## src/rtl/bash_pkg.sv

```systemverilog
// Shared definitions for the SSshell command responder.
// Holds the FSM state enum, command / message ids, line-length limits
// and the ASCII patterns of the recognised commands.
package bash_pkg;

  localparam int unsigned MAX_LEN       = 32;  // command buffer depth in characters
  localparam int unsigned BASH_HEAD_LEN = 9;   // prompt head length, shared with the terminal
  localparam int unsigned LEN_W         = 6;   // width of line length / indices
  localparam int unsigned MSG_OFF_W     = 5;   // character offset inside a ROM message
  localparam int unsigned ECHO_SKIP     = 5;   // characters of "echo " dropped from the reply

  localparam logic [7:0]  ASCII_SPACE   = 8'h20;
  localparam logic [31:0] CMD_ECHO_STR  = "echo";
  localparam logic [39:0] CMD_HELLO_STR = "hello";

  typedef enum logic [2:0] {
    ST_IDLE,
    ST_RECV,
    ST_DECODE,
    ST_SEND,
    ST_SOLVE
  } state_t;

  typedef enum logic [1:0] {
    CMD_EMPTY,
    CMD_HELLO,
    CMD_ECHO,
    CMD_UNKNOWN
  } cmd_t;

  typedef enum logic [0:0] {
    MSG_HELLO,
    MSG_UNKNOWN
  } msg_id_t;

endpackage

```

## src/rtl/bash_msg_rom.sv

```systemverilog
// Fixed response strings, combinational lookup by {message id, offset}.
// Contents mirror init_files/bash_msgs.txt; each message is left-aligned
// in a 32-character slot and padded with NUL, so a message ends at its
// first 0 byte.
// Ports: msg_id_i - message select, off_i - character offset,
//        char_o   - character at that offset (0 past the end).
module bash_msg_rom
  import bash_pkg::*;
(
  input  msg_id_t              msg_id_i,
  input  logic [MSG_OFF_W-1:0] off_i,
  output logic [7:0]           char_o
);

  localparam logic [255:0] MSG_TBL [2] = '{
    {"Hello World!",      160'h0},
    {"command not found", 120'h0}
  };

  // Offset 0 is the most significant byte: bit base = (31 - off) * 8.
  logic [7:0] bit_lo;
  assign bit_lo = {~off_i, 3'b000};
  assign char_o = MSG_TBL[msg_id_i][bit_lo +: 8];

endmodule

```

## src/rtl/bash_cmd_server.sv

```systemverilog
// Command responder for the SSshell terminal.
// Reads a command line from the terminal line-output port, classifies it
// (empty / hello / echo / unknown), streams the NUL-terminated reply into
// the terminal line-input port and finishes with a solved/ack handshake.
// Ports: line_ready/line_len/line_char/line_next - command read side,
//        resp_ready/resp_char/resp_next          - response write side,
//        solved/solved_ack                       - completion handshake,
//        busy                                    - high outside IDLE.
module bash_cmd_server
  import bash_pkg::*;
#(
  parameter int unsigned MAX_LEN = bash_pkg::MAX_LEN
) (
  input  logic             clk,
  input  logic             rst,
  input  logic             line_ready,
  input  logic [LEN_W-1:0] line_len,
  input  logic [7:0]       line_char,
  output logic             line_next,
  output logic             resp_ready,
  output logic [7:0]       resp_char,
  input  logic             resp_next,
  output logic             solved,
  input  logic             solved_ack,
  output logic             busy
);

  localparam int unsigned BIDX_W = $clog2(MAX_LEN);

  state_t           state_q;
  cmd_t             cmd_q;
  logic [LEN_W-1:0] len_q;
  logic [LEN_W-1:0] idx_q;
  logic [LEN_W-1:0] ptr_q;
  logic             line_next_q;
  logic             resp_ready_q;
  logic [7:0]       resp_char_q;
  logic             solved_q;
  logic             busy_q;
  logic [7:0]       buf_q [MAX_LEN];

  cmd_t             cmd_c;
  cmd_t             cmd_sel_c;
  msg_id_t          msg_c;
  logic [39:0]      head5_c;
  logic [LEN_W-1:0] off_c;
  logic [LEN_W-1:0] pos_c;
  logic [LEN_W-1:0] rx_end_c;
  logic [7:0]       rom_char_c;
  logic [7:0]       next_char_c;

  // Gated with line_ready so a consume pulse never appears once the
  // terminal has withdrawn the line.
  assign line_next  = line_next_q & line_ready;
  assign resp_ready = resp_ready_q;
  assign resp_char  = resp_char_q;
  assign solved     = solved_q;
  assign busy       = busy_q;

  // Command buffer; contents are don't-care after reset.
  always_ff @(posedge clk) begin
    if (state_q == ST_RECV && line_next_q && line_ready && idx_q < LEN_W'(MAX_LEN))
      buf_q[idx_q[BIDX_W-1:0]] <= line_char;
  end

  // Classify the received line; idx_q holds the number of characters taken.
  assign head5_c = {buf_q[0], buf_q[1], buf_q[2], buf_q[3], buf_q[4]};

  always_comb begin
    cmd_c = CMD_UNKNOWN;
    if (idx_q == '0)
      cmd_c = CMD_EMPTY;
    else if (idx_q == LEN_W'(5) && head5_c == CMD_HELLO_STR)
      cmd_c = CMD_HELLO;
    else if ((idx_q == LEN_W'(4) && head5_c[39:8] == CMD_ECHO_STR) ||
             (idx_q > LEN_W'(4) && head5_c == {CMD_ECHO_STR, ASCII_SPACE}))
      cmd_c = CMD_ECHO;
  end

  // Character to present next: offset 0 while decoding, ptr+1 while sending.
  always_comb begin
    cmd_sel_c   = (state_q == ST_DECODE) ? cmd_c : cmd_q;
    off_c       = (state_q == ST_DECODE) ? '0 : ptr_q + LEN_W'(1);
    rx_end_c    = (idx_q > LEN_W'(MAX_LEN)) ? LEN_W'(MAX_LEN) : idx_q;
    pos_c       = off_c + LEN_W'(ECHO_SKIP);
    msg_c       = (cmd_sel_c == CMD_HELLO) ? MSG_HELLO : MSG_UNKNOWN;
    next_char_c = rom_char_c;
    if (cmd_sel_c == CMD_ECHO)
      next_char_c = (pos_c < rx_end_c) ? buf_q[pos_c[BIDX_W-1:0]] : 8'h00;
  end

  bash_msg_rom u_rom (
    .msg_id_i (msg_c),
    .off_i    (off_c[MSG_OFF_W-1:0]),
    .char_o   (rom_char_c)
  );

  // Control FSM with registered outputs.
  always_ff @(posedge clk or posedge rst) begin
    if (rst) begin
      state_q      <= ST_IDLE;
      cmd_q        <= CMD_EMPTY;
      len_q        <= '0;
      idx_q        <= '0;
      ptr_q        <= '0;
      line_next_q  <= 1'b0;
      resp_ready_q <= 1'b0;
      resp_char_q  <= 8'h00;
      solved_q     <= 1'b0;
      busy_q       <= 1'b0;
    end else begin
      case (state_q)
        ST_IDLE: begin
          if (line_ready) begin
            len_q  <= line_len;
            idx_q  <= '0;
            busy_q <= 1'b1;
            if (line_len == '0) begin
              state_q <= ST_DECODE;
            end else begin
              state_q     <= ST_RECV;
              line_next_q <= 1'b1;
            end
          end
        end
        ST_RECV: begin
          if (line_next_q) begin
            // Sample cycle: the character is written by the buffer process.
            line_next_q <= 1'b0;
            if (line_ready) idx_q <= idx_q + LEN_W'(1);
            else            state_q <= ST_DECODE;
          end else if (!line_ready || idx_q == len_q) begin
            state_q <= ST_DECODE;
          end else begin
            line_next_q <= 1'b1;
          end
        end
        ST_DECODE: begin
          cmd_q <= cmd_c;
          ptr_q <= '0;
          if (cmd_c == CMD_EMPTY) begin
            state_q  <= ST_SOLVE;
            solved_q <= 1'b1;
          end else begin
            state_q      <= ST_SEND;
            resp_ready_q <= 1'b1;
            resp_char_q  <= next_char_c;
          end
        end
        ST_SEND: begin
          if (resp_next) begin
            if (resp_char_q == 8'h00) begin
              resp_ready_q <= 1'b0;
              state_q      <= ST_SOLVE;
              solved_q     <= 1'b1;
            end else begin
              ptr_q       <= ptr_q + LEN_W'(1);
              resp_char_q <= next_char_c;
            end
          end
        end
        ST_SOLVE: begin
          if (solved_ack) begin
            solved_q <= 1'b0;
            busy_q   <= 1'b0;
            state_q  <= ST_IDLE;
          end
        end
        default: state_q <= ST_IDLE;
      endcase
    end
  end

endmodule

```

## config.mk

```make
export PLATFORM = sky130hd
export DESIGN_NAME = bash_cmd_server
export DESIGN_NICKNAME = d
export VERILOG_FILES = /design/src/rtl/bash_pkg.sv /design/src/rtl/bash_msg_rom.sv /design/src/rtl/bash_cmd_server.sv
export SDC_FILE = /design/constraint.sdc
export NUM_CORES = 1
export LEC_CHECK = 0
export ABC_AREA = 1
export CAP_MARGIN = 15
export CELL_PAD_IN_SITES_DETAIL_PLACEMENT = 1
export CELL_PAD_IN_SITES_GLOBAL_PLACEMENT = 1
export CORE_MARGIN = 5
export CORE_UTILIZATION = 53
export CTS_CLUSTER_DIAMETER = 50
export DETAILED_ROUTE_END_ITERATION = 8
export GPL_ROUTABILITY_DRIVEN = 0
export MAX_ROUTING_LAYER = met4
export PLACE_DENSITY_LB_ADDON = 0.25
export SLEW_MARGIN = 20
export SYNTH_ARGS = -nofsm -noshare
export SYNTH_HDL_FRONTEND = slang
export SYNTH_HIERARCHICAL = 1
export SYNTH_SLANG_ARGS = --single-unit
```

## constraint.sdc

```tcl
create_clock -name clk -period 4.8 [get_ports clk]
set_input_delay 0.96 -clock clk [delete_from_list [all_inputs] [get_ports clk]]
set_output_delay 0.96 -clock clk [all_outputs]
set_load 0.02 [all_outputs]
```

Word level (Yosys, flattened, before mapping)
Memories as Yosys holds them, arrays and structs flattened.
Index checks and enable logic that the tools add are counted.
{"block": "totals", "register_bits": 35, "latchBits": 0, "ramBits": 256, "romBits": 0, "input_bits": 19, "output_inout_bits": 12, "memories": 1}
{"name": "buf_q", "words": 32, "width": 8, "rd": 6, "rd_ports_with_merged_regs": 0, "write_ports": 1, "line_no": "bash_cmd_server.sv:40", "text": "logic [7:0] buf_q [MAX_LEN];"}
{"block": "classes", "addsub": 3, "mul": 0, "div": 0, "magnitude_cmp": 5, "n_eq_ne": 24, "shifts": 1, "mux": 51, "n_bitwise": 3, "reduce_logical": 27}
{"op": "256-bit 2-to-1 mux", "count": 2}
{"op": "256-bit by 9-bit variable part select with 8-bit output", "count": 1}
{"op": "254-bit 2-to-1 mux", "count": 1}
{"op": "40-bit by 39-bit equality test with 1-bit output (second input constant)", "count": 2}
{"op": "6-bit 2-to-1 mux", "count": 7}
{"op": "8-bit 2-to-1 mux", "count": 5}
{"op": "32-bit by 31-bit equality test with 1-bit output (second input constant)", "count": 1}
{"op": "3-bit 2-to-1 mux", "count": 8}
{"op": "6-bit one-hot mux with 2 select lines", "count": 2}
{"op": "2-bit != test (second input constant)", "count": 9}
{"op": "1-bit 2-to-1 mux", "count": 16}
{"op": "8-bit one-hot mux with 2 select lines", "count": 1}
{"op": "3-bit one-hot mux with 5 select lines", "count": 1}
{"op": "6-bit by 1-bit adder with 6-bit output (second input constant)", "count": 2}
{"op": "6-bit by 3-bit equality test with 1-bit output (second input constant)", "count": 2}
{"op": "6-bit logical NOT", "count": 2}
{"op": "4-bit AND reduction", "count": 3}
{"op": "3-bit AND reduction", "count": 3}
{"op": "8-bit logical NOT", "count": 1}
{"op": "2-bit 2-to-1 mux", "count": 4}
{"op": "6-bit by 3-bit adder with 6-bit output (second input constant)", "count": 1}
{"op": "3-bit by 2-bit equality test with 1-bit output (second input constant)", "count": 2}
{"op": "6-bit equality test", "count": 1}
{"op": "6-bit by 3-bit > comparator with 1-bit output (second input constant)", "count": 1}
{"op": "26 further kinds", "count": 36}

Depth between registers and ports, before layout
Gate-level depths: netlist of the first run.
An unclocked memory read counts as a cell.
{"block": "logic_depth", "ltp_word": 19, "depth_mapped": 21}

Modules after synthesis
The synthesis of the first run kept the hierarchy.
{"mod": "bash_cmd_server", "instances": 1, "cells_each": 1256, "area_per_inst_um2": 13145.1}
{"mod": "bash_msg_rom", "instances": 1, "cells_each": 82, "area_per_inst_um2": 422.9}

Least setup slack after synthesis of the first run
Ideal clock, no wire load.
{"block": "synth_path", "path_type": "flip-flop to flip-flop", "start": "register state_q[2]", "end": "register resp_char_q[0] (netlist: resp_char[0])", "setup_time_ns": 0.077, "arrival_time_ns": 2.799, "required_time_ns": 4.723, "setup_slack_ns": 1.924, "path_stages_with_launch": 19, "n_path_buf": 2, "synth_period_minus_slack_ns": 2.876, "path_cell_list": "dfrtp_1 > inv_2 > nand3_4 > buf_2 > buf_2 > nand2_1 > inv_1 > ha_1 > inv_1 > nand2_1 > nand2_2 > xnor2_2 > ha_1 > nand2_1 > o21a_1 > o21ai_1 > nor2_4 > nand3_1 > a21oi_1"}
{"block": "synth_via", "elab_cells_between_ends": 27}
{"element": "from (decl)", "line_no": "bash_cmd_server.sv:30", "text": "state_t state_q;"}
{"element": "from (signal assigned)", "line_no": "bash_cmd_server.sv:101", "text": "state_q <= ST_IDLE;"}
{"element": "from (signal assigned)", "line_no": "bash_cmd_server.sv:119", "text": "state_q <= ST_DECODE;"}
{"element": "from (signal assigned)", "line_no": "bash_cmd_server.sv:121", "text": "state_q <= ST_RECV;"}
{"element": "3-bit by 2-bit equality test with 1-bit output (*)", "line_no": "bash_cmd_server.sv:83", "text": "off_c = (state_q == ST_DECODE) ? '0 : ptr_q + LEN_W'(1);"}
{"element": "6-bit 2-to-1 mux (*)", "line_no": "bash_cmd_server.sv:83"}
{"element": "via off_c[1]", "line_no": "bash_cmd_server.sv:46", "text": "logic [LEN_W-1:0] off_c;"}
{"element": "6-bit by 3-bit adder with 6-bit output", "line_no": "bash_cmd_server.sv:85", "text": "pos_c = off_c + LEN_W'(ECHO_SKIP);"}
{"element": "memory read 32 x 8 bit or 6-bit less-than comparator (tied branches)"}
{"element": "8-bit 2-to-1 mux", "line_no": "bash_cmd_server.sv:89", "text": "next_char_c = (pos_c < rx_end_c) ? buf_q[pos_c[BIDX_W-1:0]] : 8'h00;"}
{"element": "8-bit 2-to-1 mux (*)", "line_no": "bash_cmd_server.sv:88", "text": "if (cmd_sel_c == CMD_ECHO)"}
{"element": "8-bit 2-to-1 mux", "line_no": "bash_cmd_server.sv:152", "text": "if (resp_char_q == 8'h00) begin"}
{"element": "8-bit 2-to-1 mux", "line_no": "bash_cmd_server.sv:151", "text": "if (resp_next) begin"}
{"element": "8-bit one-hot mux with 2 select lines (*)", "line_no": "bash_cmd_server.sv:112", "text": "case (state_q)"}
{"element": "to (signal assigned)", "line_no": "bash_cmd_server.sv:147", "text": "resp_char_q <= next_char_c;"}
{"element": "to (signal assigned)", "line_no": "bash_cmd_server.sv:158", "text": "resp_char_q <= next_char_c;"}
{"element": "to (decl)", "line_no": "bash_cmd_server.sv:37", "text": "logic [7:0] resp_char_q;"}
The timed path passes the listed nets; every way through them passes the cells marked *. The select of a mux whose other input is x is not followed.
A chain may end at the register's enable or synchronous reset.

Worst setup path after layout of the first run
{"block": "layout_path", "start": "register ptr_q[0]", "end": "register resp_char_q[4] (netlist: resp_char[4])"}
{"block": "layout_via", "elab_chain_len": 9, "elab_cells_between_ends": 13}
{"element": "from (decl)", "line_no": "bash_cmd_server.sv:34", "text": "logic [LEN_W-1:0] ptr_q;"}
{"element": "from (signal assigned)", "line_no": "bash_cmd_server.sv:157", "text": "ptr_q <= ptr_q + LEN_W'(1);"}
{"element": "6-bit by 1-bit adder with 6-bit output (*)", "line_no": "bash_cmd_server.sv:83"}
{"element": "6-bit 2-to-1 mux (*)", "line_no": "bash_cmd_server.sv:83"}
{"element": "via off_c[1]", "line_no": "bash_cmd_server.sv:46"}
{"element": "6-bit by 3-bit adder with 6-bit output", "line_no": "bash_cmd_server.sv:85"}
{"element": "memory read 32 x 8 bit or 6-bit less-than comparator (tied branches)"}
{"element": "8-bit 2-to-1 mux", "line_no": "bash_cmd_server.sv:89"}
{"element": "8-bit 2-to-1 mux (*)", "line_no": "bash_cmd_server.sv:88"}
{"element": "8-bit 2-to-1 mux", "line_no": "bash_cmd_server.sv:152"}
{"element": "8-bit 2-to-1 mux", "line_no": "bash_cmd_server.sv:151"}
{"element": "8-bit one-hot mux with 2 select lines (*)", "line_no": "bash_cmd_server.sv:112"}
Marked as above.

==> results of run 1 <==
-- flip-flops by register name, indices dropped and copies added, names as in the netlist --
name and flops:
buf_q 256, idx_q 6, line_next_q 1, solved 1
resp_ready 1, resp_char 8, cmd_q 2, ptr_q 6
len_q 6, busy 1, state_q 3
-- cells by family (layout without fill, tap and decap cells) --
family / after synthesis / in the layout
and+or+nand+nor: 794 / 794
DFF: 291 / 291
buffers and inverters: 164 / 199
AOI/OAI and AO/OA: 67 / 67
adders and majority gates: 16 / 16
xor gates and xnor gates: 5 / 5
other: 1 / 1
-- tightest hold or removal path, cell delays in order (launching register included) --
cell and delay, ns:
dfrtp_1 0.37, nand2_1 0.06, nand2_1 0.05
-- path summary, 6_finish.rpt --
| check | start | end | slack, ns | depth (start not counted) |
|---|---|---|---|---|
| max | ptr_q[0]$_DFFE_PP0P_ | resp_char[4]$_DFFE_PP0P_ | 1.19 | 13 |
| min | len_q[5]$_DFFE_PP0P_ | len_q[5]$_DFFE_PP0P_ | 0.51 | 2 |
| max reg2reg | ptr_q[0]$_DFFE_PP0P_ | resp_char[4]$_DFFE_PP0P_ | 1.19 | 13 |
| min reg2reg | len_q[5]$_DFFE_PP0P_ | len_q[5]$_DFFE_PP0P_ | 0.51 | 2 |
| max in group asynchronous | rst | resp_char[6]$_DFFE_PP0P_ | 3.42 | 3 |
| min in group asynchronous | rst | ptr_q[3]$_DFFE_PP0P_ | 0.68 | 2 |
-- metrics by stage --
step	setup slack (ns)	instance area (um^2)	total power, W	hold slack (ns)	cells
after global routing	0.962	15100	0.00926	0.557	1703
after CTS	1.26	15100	0.00880	0.517	1703
after floorplan	1.92	13600	0.00519	0.465	1338
after detailed placement	1.22	13900	0.00612	0.476	1637
final	1.19	15100	0.00883	0.515	1703
after global placement	1.31	13900	0.00600	0.461	1637
-- layout by cell type (no fill, tap or decap), types with 3 or more instances in the layout --
cell             instances
o21ai_0                 19
dfrtp_1                 35
clkdlybuf4s50_1         22
buf_4                    9
buf_2                    8
clkbuf_1                 4
nor3_1                   9
nand2_2                  5
nand2_4                  4
xor2_1                   4
clkinvlp_4               4
ha_1                    15
clkinv_1                10
inv_2                   11
bufinv_16                4
nand3_1                379
nand4_1                  7
o22ai_1                  6
clkbuf_16               37
nand3b_1                12
nor2_1                  88
clkinv_2                 3
edfxtp_1               256
nand2_1                280
o21ai_1                  4
inv_1                   82
a21oi_1                 28
-- per-layer routing --
metal	global-route usage	vias up	share of wire
li1	-	4686	-
met1	0.368	5169	0.41
met3	0.0444	107	0.070
met4	0.101	0	0.038
met5	-	-	0
met2	0.466	439	0.48
-- power breakdown --
group / internal [W] / leakage, nW / switching (W)
logic: 0.000907 / 2.45 / 0.00228
clock network: 0.00164 / 0.566 / 0.00103
registers: 0.00287 / 2.73 / 0.0000981
-- final cells by class --
class	count	area [um^2]	share of cell area
Sequential cell	291	8560	0.567
Multi-Input combinational cell	883	4260	0.282
Clock buffer	42	955	0.0632
Tap cell	330	413	0.0273
Inverter	94	355	0.0235
Timing Repair Buffer	39	328	0.0217
Clock inverter	24	229	0.0152
==> metrics.yaml, run 1 <==
worst_slew_pin_slew_ns: 1.13
syn_nets: 1373
grt_pass1_wl_um: 61600
track_usage: 0.286
fillCellCount: 2707
synth_simple_gate_area_frac: 0.267
hold_path.class: "register to register"
drt_iter0_drc: 1188
antenna_found_initial: 0
synth_top_family_by_area: "simple AND/OR/NAND/NOR gates"
rows: 58
cp-start-kind: "register"
cp.required_ns: 5.18
cts_tree: "yes"
vias_per_cell: 6.11
async_flop_share: 0.120
crit_path_top_delay_cell: "inv_2"
synth_compound_area_frac: 0.0277
vias: 10400
path_buf_inv: 3
grt_overflow: 0
area_growth_pct: 11.3
timing.setup.tns_ns: 0
ant_nets: 0
cap_violations: 0
yosysTopAreaCell: "edfxtp_1"
ys_top_cells_by_area: "edfxtp_1, nand3_1, nand2_1"
crit_path_end_kind: "register"
clk_latency_ns: 0.51
die-area_um2: 28900
min_period_ns: 3.61
chipWidth_um: 170
crit_type: "register to register"
ir_drop_mv: 0.445
core-area_um2: 25200
slew_viol_final: 0
clk_pin_slew_worst_paths_ns: 0.05
worstPathCellList: "ha_1 -> nand2_1 -> inv_1 -> ha_2 -> inv_2 -> buf_4 -> nand3_1 -> nand3_1 -> nand3_1 -> nand2_1 -> nand2_1 -> nand3_1 -> a21oi_1"
dr.pass1.iters: 5
cts.sinks: 291
power.leakage_nw: 5.75
cpLargestDelayFamily: "buffers and inverters"
layout.nets: 1380
max_stage_delay_ns: 0.56
synthTopCellsByCount: "nand3_1, nand2_1, edfxtp_1, nor2_1, inv_1"
cts_root_buffer: "clkbuf_16"
synthMuxAreaShare: 0
diodes: 0
synth_most_common_cell: "nand3_1"
portBuffers: 30
syn_avg_cell_area_um2: 10.1
fin_util: 0.600
synth_ff_type: "edfxtp_1"
setup_viol: 0
hold_viol_final: 0
power.density_nw_per_um2: 585
initial_core_util: 0.539
status: "finished clean"
max_freq_mhz: 277
yosysTopAreaCellShare: 0.567
drive_above_1_share: 0.0743
cts_inserted_buffers: 36
wl_um: 40000
die_h_um: 170
synth_area_um2: 13600
finClkSkew_ns: 0.0184
yosysWarnings: 6
synth_edf_count: 256
crit_top_cell: "nand3_1"
drc: 0
ys_ff_latch: 291
synthCells: 1338
ios: 31
cp_max_fo: 38
relSlewSlack: 0.244
arrival_ns: 3.99
dp_hpwl_um: 24700
cts_setup_buffers: 0
htreeDepth: 2
ctsResizeCount: 0
synth_xor_area_frac: 0.00378
ys_types: 40
final.period_utilization: 0.752
grt_max_degree: 95
synth_fa_ha_area_frac: 0.0148
rsz0062_at_grt: "false"
clock_path_buffers: 3
seq_area_frac_synth: 0.631
grt_pass1_vias: 10700
holdBufCountCts: 0
wl_per_cell_um: 23.5
Power figures use the tool's default switching activity.
==> run 2: changes to the inputs <==
--- a/config.mk
+++ b/config.mk
@@ -10,7 +10,7 @@
 export CELL_PAD_IN_SITES_DETAIL_PLACEMENT = 1
 export CELL_PAD_IN_SITES_GLOBAL_PLACEMENT = 1
 export CORE_MARGIN = 5
-export CORE_UTILIZATION = 53
+export CORE_UTILIZATION = 50
 export CTS_CLUSTER_DIAMETER = 50
 export DETAILED_ROUTE_END_ITERATION = 8
 export GPL_ROUTABILITY_DRIVEN = 0
==> constraint.sdc (replaced) <==
create_clock -name clk -period 3.7 [get_ports clk]
set_input_delay 0.74 -clock clk [delete_from_list [all_inputs] [get_ports clk]]
set_output_delay 0.74 -clock clk [all_outputs]
set_load 0.02 [all_outputs]
==> metrics.yaml, run 2 (synthesis results as in run 1) <==
p_seq_frac: 0.330  # was 0.336
grt_pass1_wl_um: 61600  # about the same
rsz0062_at_grt: "false"  # unchanged
worst_slew_pin_slew_ns: 0.877  # was 1.13 ns
internal_power_w: 0.00715  # was 0.00542 W
layout_common_cells: "nand3_1, nand2_1, edfxtp_1"  # unchanged
crit_type: "register to register"  # unchanged
finClkSkew_ns: 0.0311  # was 0.0184 ns
core-area_um2: 26800  # was 25200 um^2
p_total_w: 0.0116  # was 0.00883 W
vias_per_cell: 5.89  # was 6.11
die-area_um2: 30500  # was 28900 um^2
cpLargestDelayFamily: "buffers and inverters"  # unchanged
grt_overflow: 0  # unchanged
slew_viol_final: 0  # unchanged
power.leakage_nw: 5.96  # was 5.75 nW
crit_path_end_kind: "register"  # unchanged
dr.pass1.iters: 5  # unchanged
diodes: 0  # unchanged
worstPathCellList: "ha_1 -> nand2_1 -> inv_1 -> ha_2 -> inv_2 -> buf_4 -> nand3_1 -> nand3_1 -> nand3_1 -> nand2_1 -> nand2_1 -> nand3_1 -> a21oi_1"  # unchanged
final_area_um2: 15500  # was 15100 um^2
portBuffers: 30  # unchanged
final.period_utilization: 0.868  # was 0.752
dpl_cell_area_um2: 14300  # was 13900 um^2
cts_inserted_buffers: 36  # unchanged
drc: 0  # unchanged
die_h_um: 175  # was 170 um
dp_hpwl_um: 24900  # was 24700 um
cts_root_buffer: "clkbuf_16"  # unchanged
wl_um: 39500  # was 40000 um
setup_viol: 0  # unchanged
cp-start-kind: "register"  # unchanged
pwr-share-comb: 0.365  # was 0.361
max_freq_mhz: 311  # was 277 MHz
arrival_ns: 3.59  # was 3.99 ns
relSlewSlack: 0.415  # was 0.244
cts_tree: "yes"  # unchanged
track_usage: 0.266  # was 0.286
hold_path.class: "register to register"  # unchanged
status: "finished clean"  # unchanged
layout.nets: 1418  # was 1380
antenna_found_initial: 0  # unchanged
clk_pin_slew_worst_paths_ns: 0.05  # about the same
rows: 60  # was 58
drt_iter0_drc: 987  # was 1188
largest_reg_flops: 256  # unchanged
area_growth_pct: 13.9  # was 11.3%
ant_nets: 0  # unchanged
fillCellCount: 2897  # was 2707
power.density_nw_per_um2: 753  # was 585 nW/um^2
ios: 31  # unchanged
holdBufCountCts: 0  # unchanged
clockPowerShare: 0.305  # was 0.303
clock_path_buffers: 3  # unchanged
crit_path_top_delay_cell: "inv_2"  # unchanged
grt_pass1_vias: 10800  # was 10700
clk_latency_ns: 0.52  # was 0.51 ns
fin_util: 0.577  # was 0.600
grt_max_degree: 79  # was 95
swShare: 0.385  # was 0.387
cts.sinks: 291  # unchanged
cp_max_fo: 25  # was 38
crit_top_cell: "nand3_1"  # unchanged
drive_above_1_share: 0.0938  # was 0.0743
fin_hold_ws_ns: 0.472  # was 0.515 ns
hold_viol_final: 0  # unchanged
htreeDepth: 2  # unchanged
ctsResizeCount: 0  # unchanged
ir_drop_mv: 0.652  # was 0.445 mV
chipWidth_um: 175  # was 170 um
final_common_cell: "nand3_1"  # unchanged
min_period_ns: 3.21  # was 3.61 ns
initial_core_util: 0.506  # was 0.539
p_switching_w: 0.00448  # was 0.00341 W
timing.setup.tns_ns: 0  # unchanged
cp.required_ns: 4.08  # was 5.18 ns
path_buf_inv: 3  # unchanged
cap_violations: 0  # unchanged
vias: 10300  # was 10400
max_stage_delay_ns: 0.46  # was 0.56 ns
wl_per_cell_um: 22.6  # was 23.5 um
cts_setup_buffers: 0  # unchanged
-- run 2: power by group through the flow --
stage | Combinational, W | Clock, W | Sequential (W)
floorplan | 0.00280 | 0 | 0.00393
global placement | 0.00407 | 0 | 0.00390
detailed placement | 0.00417 | 0 | 0.00391
CTS | 0.00424 | 0.00359 | 0.00384
global route | 0.00465 | 0.00377 | 0.00386
finish | 0.00425 | 0.00355 | 0.00384
-- run 2: path summary, 6_finish.rpt --
check,startpoint,to,slack [ns],cells after the start
max,ptr_q[0]$_DFFE_PP0P_,resp_char[3]$_DFFE_PP0P_,0.49,13
min,resp_ready$_DFFE_PP0P_,resp_ready$_DFFE_PP0P_,0.47,2
max reg2reg,ptr_q[0]$_DFFE_PP0P_,resp_char[3]$_DFFE_PP0P_,0.49,13
min reg2reg,resp_ready$_DFFE_PP0P_,resp_ready$_DFFE_PP0P_,0.47,2
max in group asynchronous,rst,len_q[4]$_DFFE_PP0P_,2.70,3
min in group asynchronous,rst,solved$_DFFE_PP0P_,0.65,3
-- run 2: stage by stage --
stage,std cells,setup slack (ns)
3_5_place_dp,1686,0.489
6_report,1749,0.488
5_1_grt,1749,0.297
4_1_cts,1749,0.547
2_1_floorplan,1338,0.824
3_3_place_gp,1686,0.601
-- run 2: per-layer routing --
metal / global-route usage / up-vias / share of wire
li1: - / 4755 / -
met1: 0.351 / 5122 / 0.43
met2: 0.433 / 349 / 0.48
met3: 0.0437 / 84 / 0.066
met4: 0.0704 / 0 / 0.023
met5: - / - / 0
-- run 2: worst reg2reg max path: cells and delay by family (launching register included) --
family                   cells  cell delay (ns)
AND/OR/NAND/NOR              7             0.87
AO/OA/AOI/OAI                1             0.06
buffers and inverters        3             0.93
adder cells (fa/ha/maj)      2             0.76
flip-flops                   1             0.45
-- run 2: layout make-up --
cell class / count / area, um^2 / area share
Clock buffer: 46 / 981 / 0.0635
Sequential cell: 291 / 8560 / 0.554
Multi-Input combinational cell: 883 / 4260 / 0.276
Inverter: 94 / 355 / 0.0230
Timing Repair Buffer: 77 / 653 / 0.0423
Clock inverter: 17 / 214 / 0.0138
Tap cell: 341 / 427 / 0.0276
==> run 3: changes to the inputs <==
--- a/config.mk
+++ b/config.mk
@@ -11,6 +11,7 @@
 export CELL_PAD_IN_SITES_GLOBAL_PLACEMENT = 1
 export CORE_MARGIN = 5
 export CORE_UTILIZATION = 50
+export CTS_BUF_LIST = sky130_fd_sc_hd__clkbuf_8 sky130_fd_sc_hd__clkbuf_16
 export CTS_CLUSTER_DIAMETER = 50
 export DETAILED_ROUTE_END_ITERATION = 8
 export GPL_ROUTABILITY_DRIVEN = 0
==> metrics.yaml, run 3 (synthesis results as in run 1) <==
status: "finished clean"  # unchanged
dr.pass1.iters: 5  # unchanged
relSlewSlack: 0.416  # was 0.415
final.period_utilization: 0.862  # was 0.868
clk_pin_slew_worst_paths_ns: 0.05  # about the same
area_growth_pct: 13.9  # unchanged
holdBufCountCts: 0  # unchanged
cts.sinks: 291  # unchanged
drt_iter0_drc: 974  # was 987
finClkSkew_ns: 0.0316  # was 0.0311 ns
arrival_ns: 3.60  # was 3.59 ns
cp.required_ns: 4.11  # was 4.08 ns
die-area_um2: 30500  # unchanged
final_common_cell: "nand3_1"  # unchanged
ant_nets: 0  # unchanged
max_stage_delay_ns: 0.77  # was 0.46 ns
hold_path.class: "register to register"  # unchanged
final_area_um2: 15500  # unchanged
antenna_found_initial: 0  # unchanged
setup_ws_ns: 0.512  # was 0.488 ns
largest_reg_flops: 256  # unchanged
clock_path_buffers: 3  # unchanged
drc: 0  # unchanged
ir_drop_mv: 0.655  # was 0.652 mV
worst_slew_pin_slew_ns: 0.877  # about the same
rsz0062_at_grt: "false"  # unchanged
htreeDepth: 2  # unchanged
crit_path_end_kind: "register"  # unchanged
internal_power_w: 0.00713  # was 0.00715 W
crit_type: "register to register"  # unchanged
swShare: 0.386  # was 0.385
multiInputGateArea_um2: 4260  # unchanged
max_freq_mhz: 314  # was 311 MHz
cp_max_fo: 77  # was 25
diodes: 0  # unchanged
worstPathCellList: "inv_2 -> nand3_4 -> buf_4 -> buf_4 -> nand3_1 -> nand3_1 -> nand3_1 -> nand3_1 -> nand2_1 -> nand2_1 -> nand3_1 -> a21oi_1"  # was ha_1 -> nand2_1 -> inv_1 -> ha_2 -> inv_2 -> buf_4 -> nand3_1 -> nand3_1 -> nand3_1 -> nand2_1 -> nand2_1 -> nand3_1 -> a21oi_1
cts_root_buffer: "clkbuf_16"  # unchanged
crit_path_top_delay_cell: "buf_4"  # was inv_2
grt_overflow: 0  # unchanged
regArea_um2: 8560  # unchanged
pwr-share-comb: 0.365  # about the same
power.density_nw_per_um2: 751  # was 753 nW/um^2
wl_um: 39400  # was 39500 um
path_buf_inv: 3  # unchanged
ctsResizeCount: 0  # unchanged
dpl_cell_area_um2: 14300  # unchanged
vias: 10300  # about the same
cts_inserted_buffers: 36  # unchanged
hold_viol_final: 0  # unchanged
p_switching_w: 0.00448  # about the same
clockPowerShare: 0.304  # was 0.305
min_period_ns: 3.19  # was 3.21 ns
track_usage: 0.266  # about the same
clk_latency_ns: 0.52  # about the same
cts_tree: "yes"  # unchanged
fin_hold_ws_ns: 0.472  # about the same
cpLargestDelayFamily: "buffers and inverters"  # unchanged
vias_per_cell: 5.90  # was 5.89
dp_hpwl_um: 24900  # unchanged
timing.setup.tns_ns: 0  # unchanged
grt_pass1_wl_um: 61700  # was 61600 um
initial_core_util: 0.506  # unchanged
core-area_um2: 26800  # unchanged
cp-start-kind: "register"  # unchanged
portBuffers: 30  # unchanged
crit_top_cell: "nand3_1"  # unchanged
chipWidth_um: 175  # unchanged
cap_violations: 0  # unchanged
layout_common_cells: "nand3_1, nand2_1, edfxtp_1"  # unchanged
cts_setup_buffers: 0  # unchanged
setup_viol: 0  # unchanged
rows: 60  # unchanged
drive_above_1_share: 0.0938  # unchanged
slew_viol_final: 0  # unchanged
p_seq_frac: 0.331  # was 0.330
ios: 31  # unchanged
power.leakage_nw: 5.99  # was 5.96 nW
layout.nets: 1418  # unchanged
wl_per_cell_um: 22.5  # was 22.6 um
dpl_worst_slack_ns: 0.489  # unchanged
grt_max_degree: 79  # unchanged
fillCellCount: 2897  # unchanged
die_h_um: 175  # unchanged
grt_pass1_vias: 10800  # about the same
fin_util: 0.577  # unchanged
==> run 3: tightest hold or removal path, delay by kind of cell (launching register included) <==
kind / cells / cell delay, ns
simple gates: 2 / 0.09
flops: 1 / 0.34
==> run 3: metal layers <==
layer / GRT usage / part of all wire / wire length [um] / vias up
met5: - / 0 / 0 / -
met4: 0.0704 / 0.023 / 896 / 0
met3: 0.0437 / 0.072 / 2830 / 74
met2: 0.432 / 0.49 / 19100 / 365
met1: 0.351 / 0.42 / 16500 / 5123
li1: - / - / - / 4755
==> run 3: final cells by class <==
cell class,count,share of cell area
Tap cell,341,0.0276
Inverter,94,0.0230
Timing Repair Buffer,77,0.0423
Multi-Input combinational cell,883,0.276
Sequential cell,291,0.554
Clock inverter,25,0.0158
Clock buffer,38,0.0615
==> run 3: metrics by stage <==
step                      instances  total power (W)
final                          1749           0.0116
after detailed placement       1686          0.00808
after global routing           1749           0.0123
after CTS                      1749           0.0117
after floorplan                1338          0.00673
after global placement         1686          0.00797
==> run 3: power by group through the flow <==
stage / Clock (W) / Sequential [W] / Combinational, W
floorplan: 0 / 0.00393 / 0.00280
global placement: 0 / 0.00390 / 0.00407
detailed placement: 0 / 0.00391 / 0.00417
CTS: 0.00357 / 0.00384 / 0.00424
global route: 0.00375 / 0.00386 / 0.00465
finish: 0.00353 / 0.00384 / 0.00424
==> run 3: final timing paths <==
path	from	slack (ns)	end	cells past startpoint
min reg2reg	resp_ready$_DFFE_PP0P_	0.47	resp_ready$_DFFE_PP0P_	2
max	state_q[2]$_DFFE_PP0P_	0.51	resp_char[1]$_DFFE_PP0P_	12
min in group asynchronous	rst	0.65	solved$_DFFE_PP0P_	3
min	resp_ready$_DFFE_PP0P_	0.47	resp_ready$_DFFE_PP0P_	2
max in group asynchronous	rst	2.71	resp_char[6]$_DFFE_PP0P_	3
max reg2reg	state_q[2]$_DFFE_PP0P_	0.51	resp_char[1]$_DFFE_PP0P_	12
